==> src/rtl/btb_pkg.sv <==
// Shared definitions for the BTB pseudo-LRU replacement unit: default
// geometry, derived widths, the per-set state record and the flush FSM states.
package btb_pkg;

  localparam int BTB_NUM_SETS = 8;
  localparam int BTB_NUM_WAYS = 4;

  localparam int BTB_IDX_W  = $clog2(BTB_NUM_SETS);
  localparam int BTB_WAY_W  = $clog2(BTB_NUM_WAYS);
  localparam int BTB_TREE_W = BTB_NUM_WAYS - 1;

  // One set's replacement state: heap-ordered tree bits plus per-way valid.
  typedef struct packed {
    logic [BTB_TREE_W-1:0]   tree;
    logic [BTB_NUM_WAYS-1:0] valid;
  } plru_set_t;

  typedef enum logic {
    IDLE  = 1'b0,
    SWEEP = 1'b1
  } flush_state_e;

endpackage

==> src/rtl/btb_plru_tree.sv <==
// Combinational tree-PLRU logic for a single set.
// Produces the victim way for the current state and the tree bits that result
// from an access to access_way, together with a mask of the nodes on that path.
// Optional feature: BTB_PLRU_VALID_EN makes the lowest invalid way win over the
// tree walk.
module plru_tree
  import btb_pkg::*;
#(
  parameter int NUM_WAYS = BTB_NUM_WAYS
) (
  input  logic [NUM_WAYS-2:0]         tree,
  input  logic [NUM_WAYS-1:0]         valid,
  input  logic [$clog2(NUM_WAYS)-1:0] access_way,
  output logic [$clog2(NUM_WAYS)-1:0] victim,
  output logic [NUM_WAYS-2:0]         tree_next,
  output logic [NUM_WAYS-2:0]         path_mask
);

  localparam int LVL   = $clog2(NUM_WAYS);
  localparam int WAY_W = LVL;

  logic [WAY_W-1:0] tree_victim;

  // Walk from the root following the node bits; each bit chosen is one way bit.
  always_comb begin
    int unsigned node;
    int unsigned way;
    node = 0;
    way  = 0;
    for (int l = 0; l < LVL; l++) begin
      way  = (way << 1) | 32'(tree[node]);
      node = 2 * node + 1 + 32'(tree[node]);
    end
    tree_victim = WAY_W'(way);
  end

  // Point every node on the path to access_way away from it.
  always_comb begin
    int unsigned node;
    logic        b;
    tree_next = tree;
    path_mask = '0;
    node      = 0;
    b         = 1'b0;
    for (int l = 0; l < LVL; l++) begin
      b               = access_way[LVL-1-l];
      tree_next[node] = ~b;
      path_mask[node] = 1'b1;
      node            = 2 * node + 1 + 32'(b);
    end
  end

`ifdef BTB_PLRU_VALID_EN
  // Prefer the lowest-numbered invalid way; fall back to the tree walk.
  always_comb begin
    victim = tree_victim;
    for (int w = NUM_WAYS - 1; w >= 0; w--) begin
      if (!valid[w]) victim = WAY_W'(w);
    end
  end
`else
  logic valid_unused;
  assign valid_unused = ^valid;
  assign victim       = tree_victim;
`endif

endmodule

==> src/rtl/btb_plru.sv <==
// N-way tree pseudo-LRU replacement state for the BTB.
// Holds one tree (and optionally one valid vector) per set, merges same-cycle
// touch / update / invalidate events, and runs a one-set-per-cycle flush sweep.
// Optional feature: BTB_PLRU_VALID_EN keeps per-way valid bits, enables the
// invalid-way preference and makes the inv_* ports functional.
module btb_plru
  import btb_pkg::*;
#(
  parameter int NUM_SETS = BTB_NUM_SETS,
  parameter int NUM_WAYS = BTB_NUM_WAYS
) (
  input  logic                        clk,
  input  logic                        rst,
  input  logic                        touch_valid,
  input  logic [$clog2(NUM_SETS)-1:0] touch_index,
  input  logic [$clog2(NUM_WAYS)-1:0] touch_way,
  input  logic [$clog2(NUM_SETS)-1:0] upd_index,
  output logic [$clog2(NUM_WAYS)-1:0] victim_way,
  input  logic                        upd_valid,
  input  logic [$clog2(NUM_WAYS)-1:0] upd_way,
  input  logic                        inv_valid,
  input  logic [$clog2(NUM_SETS)-1:0] inv_index,
  input  logic [$clog2(NUM_WAYS)-1:0] inv_way,
  input  logic                        flush_req,
  output logic                        flush_busy
);

  localparam int IDX_W  = $clog2(NUM_SETS);
  localparam int WAY_W  = $clog2(NUM_WAYS);
  localparam int TREE_W = NUM_WAYS - 1;
  localparam logic [IDX_W-1:0] LAST_SET = IDX_W'(NUM_SETS - 1);

  logic [TREE_W-1:0] tree_q [NUM_SETS];
  flush_state_e      state_q;
  logic [IDX_W-1:0]  ptr_q;

  logic [NUM_WAYS-1:0] upd_set_valid;
  logic [TREE_W-1:0]   touch_next;
  logic [TREE_W-1:0]   touch_mask_unused;
  logic [WAY_W-1:0]    touch_victim_unused;
  logic [TREE_W-1:0]   upd_next;
  logic [TREE_W-1:0]   upd_mask;
  logic [TREE_W-1:0]   upd_base;
  logic [TREE_W-1:0]   upd_merged;
  logic                same_set;

`ifdef BTB_PLRU_VALID_EN
  logic [NUM_WAYS-1:0] valid_q [NUM_SETS];
  assign upd_set_valid = valid_q[upd_index];
`else
  logic inv_unused;
  assign inv_unused    = ^{inv_valid, inv_index, inv_way};
  assign upd_set_valid = '1;
`endif

  plru_tree #(.NUM_WAYS(NUM_WAYS)) u_touch_tree (
    .tree       (tree_q[touch_index]),
    .valid      ('1),
    .access_way (touch_way),
    .victim     (touch_victim_unused),
    .tree_next  (touch_next),
    .path_mask  (touch_mask_unused)
  );

  // The update instance also supplies victim_way, since both look at upd_index.
  plru_tree #(.NUM_WAYS(NUM_WAYS)) u_upd_tree (
    .tree       (tree_q[upd_index]),
    .valid      (upd_set_valid),
    .access_way (upd_way),
    .victim     (victim_way),
    .tree_next  (upd_next),
    .path_mask  (upd_mask)
  );

  // When touch and update share a set, start from the touched tree so that
  // touch-only nodes survive and the update path overrides shared nodes.
  always_comb begin
    same_set   = touch_valid && (touch_index == upd_index);
    upd_base   = same_set ? touch_next : tree_q[upd_index];
    upd_merged = (upd_base & ~upd_mask) | (upd_next & upd_mask);
  end

  // Tree state: reset / sweep clear, otherwise touch then update (update last wins).
  always_ff @(posedge clk) begin
    if (rst) begin
      for (int s = 0; s < NUM_SETS; s++) tree_q[s] <= '0;
    end else if (state_q == SWEEP) begin
      tree_q[ptr_q] <= '0;
    end else begin
      if (touch_valid) tree_q[touch_index] <= touch_next;
      if (upd_valid)   tree_q[upd_index]   <= upd_merged;
    end
  end

`ifdef BTB_PLRU_VALID_EN
  // Valid state: invalidate first so a same-entry insertion overrides it.
  always_ff @(posedge clk) begin
    if (rst) begin
      for (int s = 0; s < NUM_SETS; s++) valid_q[s] <= '0;
    end else if (state_q == SWEEP) begin
      valid_q[ptr_q] <= '0;
    end else begin
      if (inv_valid) valid_q[inv_index][inv_way] <= 1'b0;
      if (upd_valid) valid_q[upd_index][upd_way] <= 1'b1;
    end
  end
`endif

  // Flush FSM: one set cleared per SWEEP cycle, busy flag registered alongside.
  always_ff @(posedge clk) begin
    if (rst) begin
      state_q    <= IDLE;
      ptr_q      <= '0;
      flush_busy <= 1'b0;
    end else begin
      case (state_q)
        IDLE: begin
          if (flush_req) begin
            state_q    <= SWEEP;
            ptr_q      <= '0;
            flush_busy <= 1'b1;
          end
        end
        SWEEP: begin
          if (ptr_q == LAST_SET) begin
            state_q    <= IDLE;
            ptr_q      <= '0;
            flush_busy <= 1'b0;
          end else begin
            ptr_q <= ptr_q + IDX_W'(1);
          end
        end
        default: begin
          state_q    <= IDLE;
          ptr_q      <= '0;
          flush_busy <= 1'b0;
        end
      endcase
    end
  end

endmodule
==> config.mk <==
export PLATFORM = sky130hd
export DESIGN_NAME = btb_plru
export DESIGN_NICKNAME = d
export VERILOG_FILES = /design/src/rtl/btb_pkg.sv /design/src/rtl/btb_plru_tree.sv /design/src/rtl/btb_plru.sv
export SDC_FILE = /design/constraint.sdc
export NUM_CORES = 1
export LEC_CHECK = 0
export BUFFER_PORTS_ARGS = -buffer_cell sky130_fd_sc_hd__buf_2
export CORE_MARGIN = 4
export CORE_UTILIZATION = 30
export CTS_BUF_LIST = sky130_fd_sc_hd__clkbuf_8
export DETAILED_ROUTE_END_ITERATION = 8
export PLACE_DENSITY_LB_ADDON = 0.25
export SYNTH_ARGS = -nofsm -noshare
export SYNTH_HDL_FRONTEND = slang
export SYNTH_SLANG_ARGS = --single-unit
==> constraint.sdc <==
create_clock -name clk -period 2.7 [get_ports clk]
set_clock_uncertainty 0.15 [all_clocks]
set_input_delay 0.135 -clock clk [delete_from_list [all_inputs] [get_ports clk]]
set_output_delay 0.135 -clock clk [all_outputs]
set_load 0.01 [all_outputs]
# Yosys cells after proc, flatten, opt, wreduce, memory -nomap -nowiden
# Memory sizes are Yosys's and may differ from the RTL's.
# Cells that the tools add are included.
[word_totals]
output_inout_bits = 3
ramBits = 24
regBits = 5
n_memories = 1
input_bits = 21
[classes]
magnitude_cmp = 5
addsub = 4
eq_ne = 4
bitwise = 10
reduce_logical = 7
n_mux = 40
[memory_table]
columns = ["name", "depth", "width", "rd", "rd_clocked_by_memory_dff", "wr", "line", "source"]
rows = [
  ["tree_q", 8, 3, 2, 0, 8, "btb_plru.sv:33", "logic [TREE_W-1:0] tree_q [NUM_SETS];"],
]
[ops]
columns = ["operator", "count"]
rows = [
  ["32-bit by 3-bit less-than comparator with 1-bit output (second input constant)", 3],
  ["32-bit by 1-bit >= comparator with 1-bit output (second input constant)", 2],
  ["3-bit 2-to-1 mux", 9],
  ["1-bit 2-to-1 mux", 23],
  ["3-bit OR reduction", 3],
  ["1-bit by 1-bit adder with 2-bit output (first input constant)", 3],
  ["3-bit bitwise AND", 2],
  ["3-bit bitwise mux", 2],
  ["3-bit one-hot mux with 2 select lines", 1],
  ["1-bit NOT", 5],
  ["1-bit demux with 2-bit select", 2],
  ["1-bit one-hot mux with 2 select lines", 2],
  ["3-bit by 1-bit adder with 3-bit output (second input constant)", 1],
  ["3-bit == test", 1],
  ["3-bit == test (second input constant)", 1],
  ["1-bit logical AND", 3],
  ["3-bit NOT", 1],
  ["3-bit bitwise OR", 1],
  ["1-bit binary-select mux with 2-bit select", 1],
  ["2-bit by 1-bit inequality test with 1-bit output (second input constant)", 1],
  ["2-bit inequality test (second input constant)", 1],
  ["2-bit by 1-bit bitwise OR with 2-bit output", 1],
  ["2-bit AND reduction", 1],
]

# Longest topological paths before layout
[logic_depth]
ltp_word = 10
mapped_depth = 7

# Modules after synthesis
# Synthesis repeated with hierarchy kept, for this count alone.
[unflattened]
cells_unflattened = 201
hier_area_um2 = 2109.5
[by_module_without_submodules]
columns = ["module", "instances", "seq_area_each_um2", "cells_per_inst", "area_each_um2"]
rows = [
  ["btb_plru", 1, 820.8, 178, 1968.1],
  ["plru_tree (u_upd_tree)", 1, 0.0, 11, 72.6],
  ["plru_tree (u_touch_tree)", 1, 0.0, 12, 68.8],
]

# Worst setup path after synthesis
# Ideal clock, no wire load.
[synth_path]
path_type = "register to register"
startpoint = "memory tree_q[3][2] (netlist bit)"
endpoint = "memory tree_q[0][2] (netlist bit), data pin"
stages_incl_launch_ff = 7
required_time_ns = 2.286
n_path_buf = 0
path_slack_ns = 0.571
arrival_ns = 1.716
path_cell_list = "edfxtp_1 mux4_2 nor2b_4 a211o_1 a311oi_1 a21o_2 o22ai_1"
[synth_lines]
columns = ["item", "line"]
rows = [
  ["start, declared", "btb_plru.sv:33"],
]

==> key figures <==
CTS
  – Clock buffer depth: 2
  – TritonCTS buffer count: 5
  – CTS Sinks: 29
  – CTS clk-pin slew, worst paths: 0.07 ns
  – H-tree depth: 2
  – Clk root buf: clkbuf_8
  – TritonCTS clock tree: done
  – Post-CTS setup repair buffer count: 0
  – Hold-fix buffers at CTS: 0
  – Post-CTS Resized: 0
  – Worst-Skew Late Latency: 0.29 ns

Layout
  – Layout cells sized above 1: 24.6%
  – ANT cells: 0
  – Layout overhead on the synthesized area: 12.5%
  – Utilization after layout: 34.7%
  – Fin nets: 233

Logic synthesis
  – Top cell type's share of synthesized area: 36.9%
  – Async S/R FF share, synth: 0%
  – Yosys warns: 0
  – #FFs+latches synth: 29
  – Synth unique cells: 39
  – Synthesized area per cell: 10.3 um^2
  – Synth Cell Area: 1960 um^2
  – Seq/Total Area, Yosys: 42.0%
  – Synth Instances: 190
  – Ys flop type: edfxtp_1
  – Yosys top cell by area: edfxtp_1
  – Syn Nets: 213
  – EDFF count, synth: 24
  – Ranking of synthesized cells by area: edfxtp_1 37%, mux4_2 5.8%, dfxtp_1 5.1%

Power and ir drop
  – Worst vdd ir: 240 uV
  – Flop pwr share: 49.1%
  – P_int: 0.000767 W
  – Lkg Pwr: 0.814 nW
  – PD cells: 485 nW/um^2
  – Design Power: 0.00107 W
  – Clk pwr share: 32.5%
  – NetSw: 0.000300 W
  – Comb power frac: 18.4%
  – Switching Fraction: 28.2%

Detailed routing
  – Iter 0 DRT Violations: 109
  – Final wirelength: 5360 um
  – Metal2 WL: 2460 um
  – Routed vias/inst: 5.37
  – Post-DRT Antenna Nets: 0
  – Met3 Wirelength: 299 um
  – Drt pass-1 iters: 4
  – DRC: 0
  – Uppermost layer routed: met4
  – DRT met1 WL: 2510 um
  – WL/cell: 18.6 um
  – DR vias: 1547

Critical path
  – Startpoint Class: flop
  – Critical path class: reg2reg
  – Crit path DAT: 2.28 ns
  – Worst EP required: 2.56 ns
  – Crit-path max FO: 8
  – Crit. End Element: flop

Floorplan
  – Initial core utilization: 30.8%
  – Die area: 7870 um^2
  – DIE HEIGHT: 88.7 um
  – Core area: 6350 um^2
  – Die W: 88.7 um
  – Row count: 29
  – Io pins: 24

Outcome
  – Status: finished, final reports clean

Place
  – I/O Buffers: 17
  – Placer Congestion: 0.839
  – Detail Placement HPWL: 4010 um

STA
  – RSZ-0062 raised after global routing: no
  – Setup TNS: 0 ns
  – Period utilization: 89.5%
  – Worst slew pin tran: 0.465 ns
  – Final min period: 2.42 ns
  – Headroom to the max-slew limit: 68.9%
  – Max Freq: 414 MHz
  – Slew Viols, Final: 0
  – Setup-failing EPs final: 0
  – Final count of hold timing violations: 0

Global routing
  – Vias in the first global route: 1503
  – Pin count of the biggest net entering global routing: 17
  – Initial antenna violation count: 0
  – Remaining global-route overflow: 0
  – First-pass GRT wire length: 8430 um
  – GRT Total Usage: 14.7%

Worst hold path
  – Min-delay worst type: in2reg

Flow run
  – Max cap viols: 0
==> layout make-up <==
| cell class | instances | area [um^2] |
|---|---|---|
| tap | 77 | 96.3 |
| sequential | 29 | 821 |
| timing repair buffer | 27 | 160 |
| clock buffer | 5 | 68.8 |
| clock inverter | 3 | 12.5 |
| inverter | 2 | 7.51 |
| multi-input combinational | 145 | 1030 |
| fill | 641 | 4150 |
==> per-stage QoR <==
stage | instances | setup slack [ns] | hold WS (ns) | cell area [um^2]
6_report | 288 | 0.283 | 0.0240 | 2200
5_1_grt | 288 | 0.182 | 0.0458 | 2200
4_1_cts | 288 | 0.284 | 0.0203 | 2200
3_5_place_dp | 280 | 0.254 | 0.302 | 2120
3_3_place_gp | 280 | 0.286 | 0.298 | 2120
2_1_floorplan | 190 | 0.571 | 0.158 | 1960
==> cells in the mapped netlist, drive strengths merged (5+ instances only) <==
| master | n |
|---|---|
| a21oi | 8 |
| dfxtp | 5 |
| nand2b | 5 |
| clkbuf | 5 |
| o22ai | 16 |
| mux2 | 5 |
| buf | 9 |
| nand2 | 21 |
| nand3 | 11 |
| a211o | 7 |
| nor2b | 6 |
| mux2i | 9 |
| mux4 | 6 |
| edfxtp | 24 |
| o21ai | 8 |
| nor2 | 17 |
==> layout by cell type (no fill, tap or decap), types with 7 or more instances in the layout <==
master | netlist | layout
a211o_1 | 7 | 7
a21oi_1 | 7 | 7
buf_2 | 4 | 17
buf_4 | 1 | 10
edfxtp_1 | 24 | 24
mux2i_1 | 9 | 9
nand2_1 | 21 | 21
nand3_1 | 11 | 11
nor2_1 | 17 | 17
o21ai_0 | 8 | 8
o22ai_1 | 16 | 16
==> layer usage <==
layer | up-vias | global-route usage (%)
li1 | 772 | -
met1 | 722 | 20.3
met2 | 45 | 22.9
met3 | 8 | 2.51
met4 | 0 | 5.36
met5 | - | 0
==> cells by family (layout without fill, tap and decap cells) <==
| group | Yosys count | in the layout | share of synthesized area, % |
|---|---|---|---|
| flip-flops | 29 | 29 | 42.0 |
| AND/OR/NAND/NOR | 73 | 73 | 19.4 |
| AO/OA/AOI/OAI | 47 | 47 | 16.3 |
| buffers and inverters | 16 | 37 | 5.12 |
| multiplexers | 20 | 20 | 14.6 |
| adder cells (fa/ha/maj) | 2 | 2 | 1.28 |
| XOR/XNOR | 3 | 3 | 1.34 |
==> worst max-delay path: stages (launching register included) <==
cell and delay [ns]:
edfxtp_1 0.42, mux4_2 0.47, nor2b_4 0.13, a211o_1 0.28
a311oi_1 0.27, a21o_2 0.28, o22ai_1 0.13
==> final timing paths <==
path,start,end,slack (ns),cells after the start
hold / removal,flush_req,ptr_q[1],0.02,3
setup / recovery,tree_q[2][2],tree_q[0][2],0.28,6
setup reg to reg,tree_q[2][2],tree_q[0][2],0.28,6
hold reg to reg,flush_busy,flush_busy,0.32,2
==> sequential cells by signal (all words and copies together), names as in the netlist <==
| register | cells |
|---|---|
| tree_q | 24 |
| flush_busy | 1 |
| ptr_q | 3 |
| state_q | 1 |
==> power groups by stage <==
stage	Clock (W)	Combinational [W]	Sequential, W
3_5_place_dp	0	0.000195	0.000534
3_3_place_gp	0	0.000195	0.000534
5_1_grt	0.000368	0.000213	0.000527
2_1_floorplan	0	0.000137	0.000526
6_report	0.000346	0.000196	0.000524
4_1_cts	0.000350	0.000196	0.000525
Note: power is estimated with default switching activity, not from simulation.
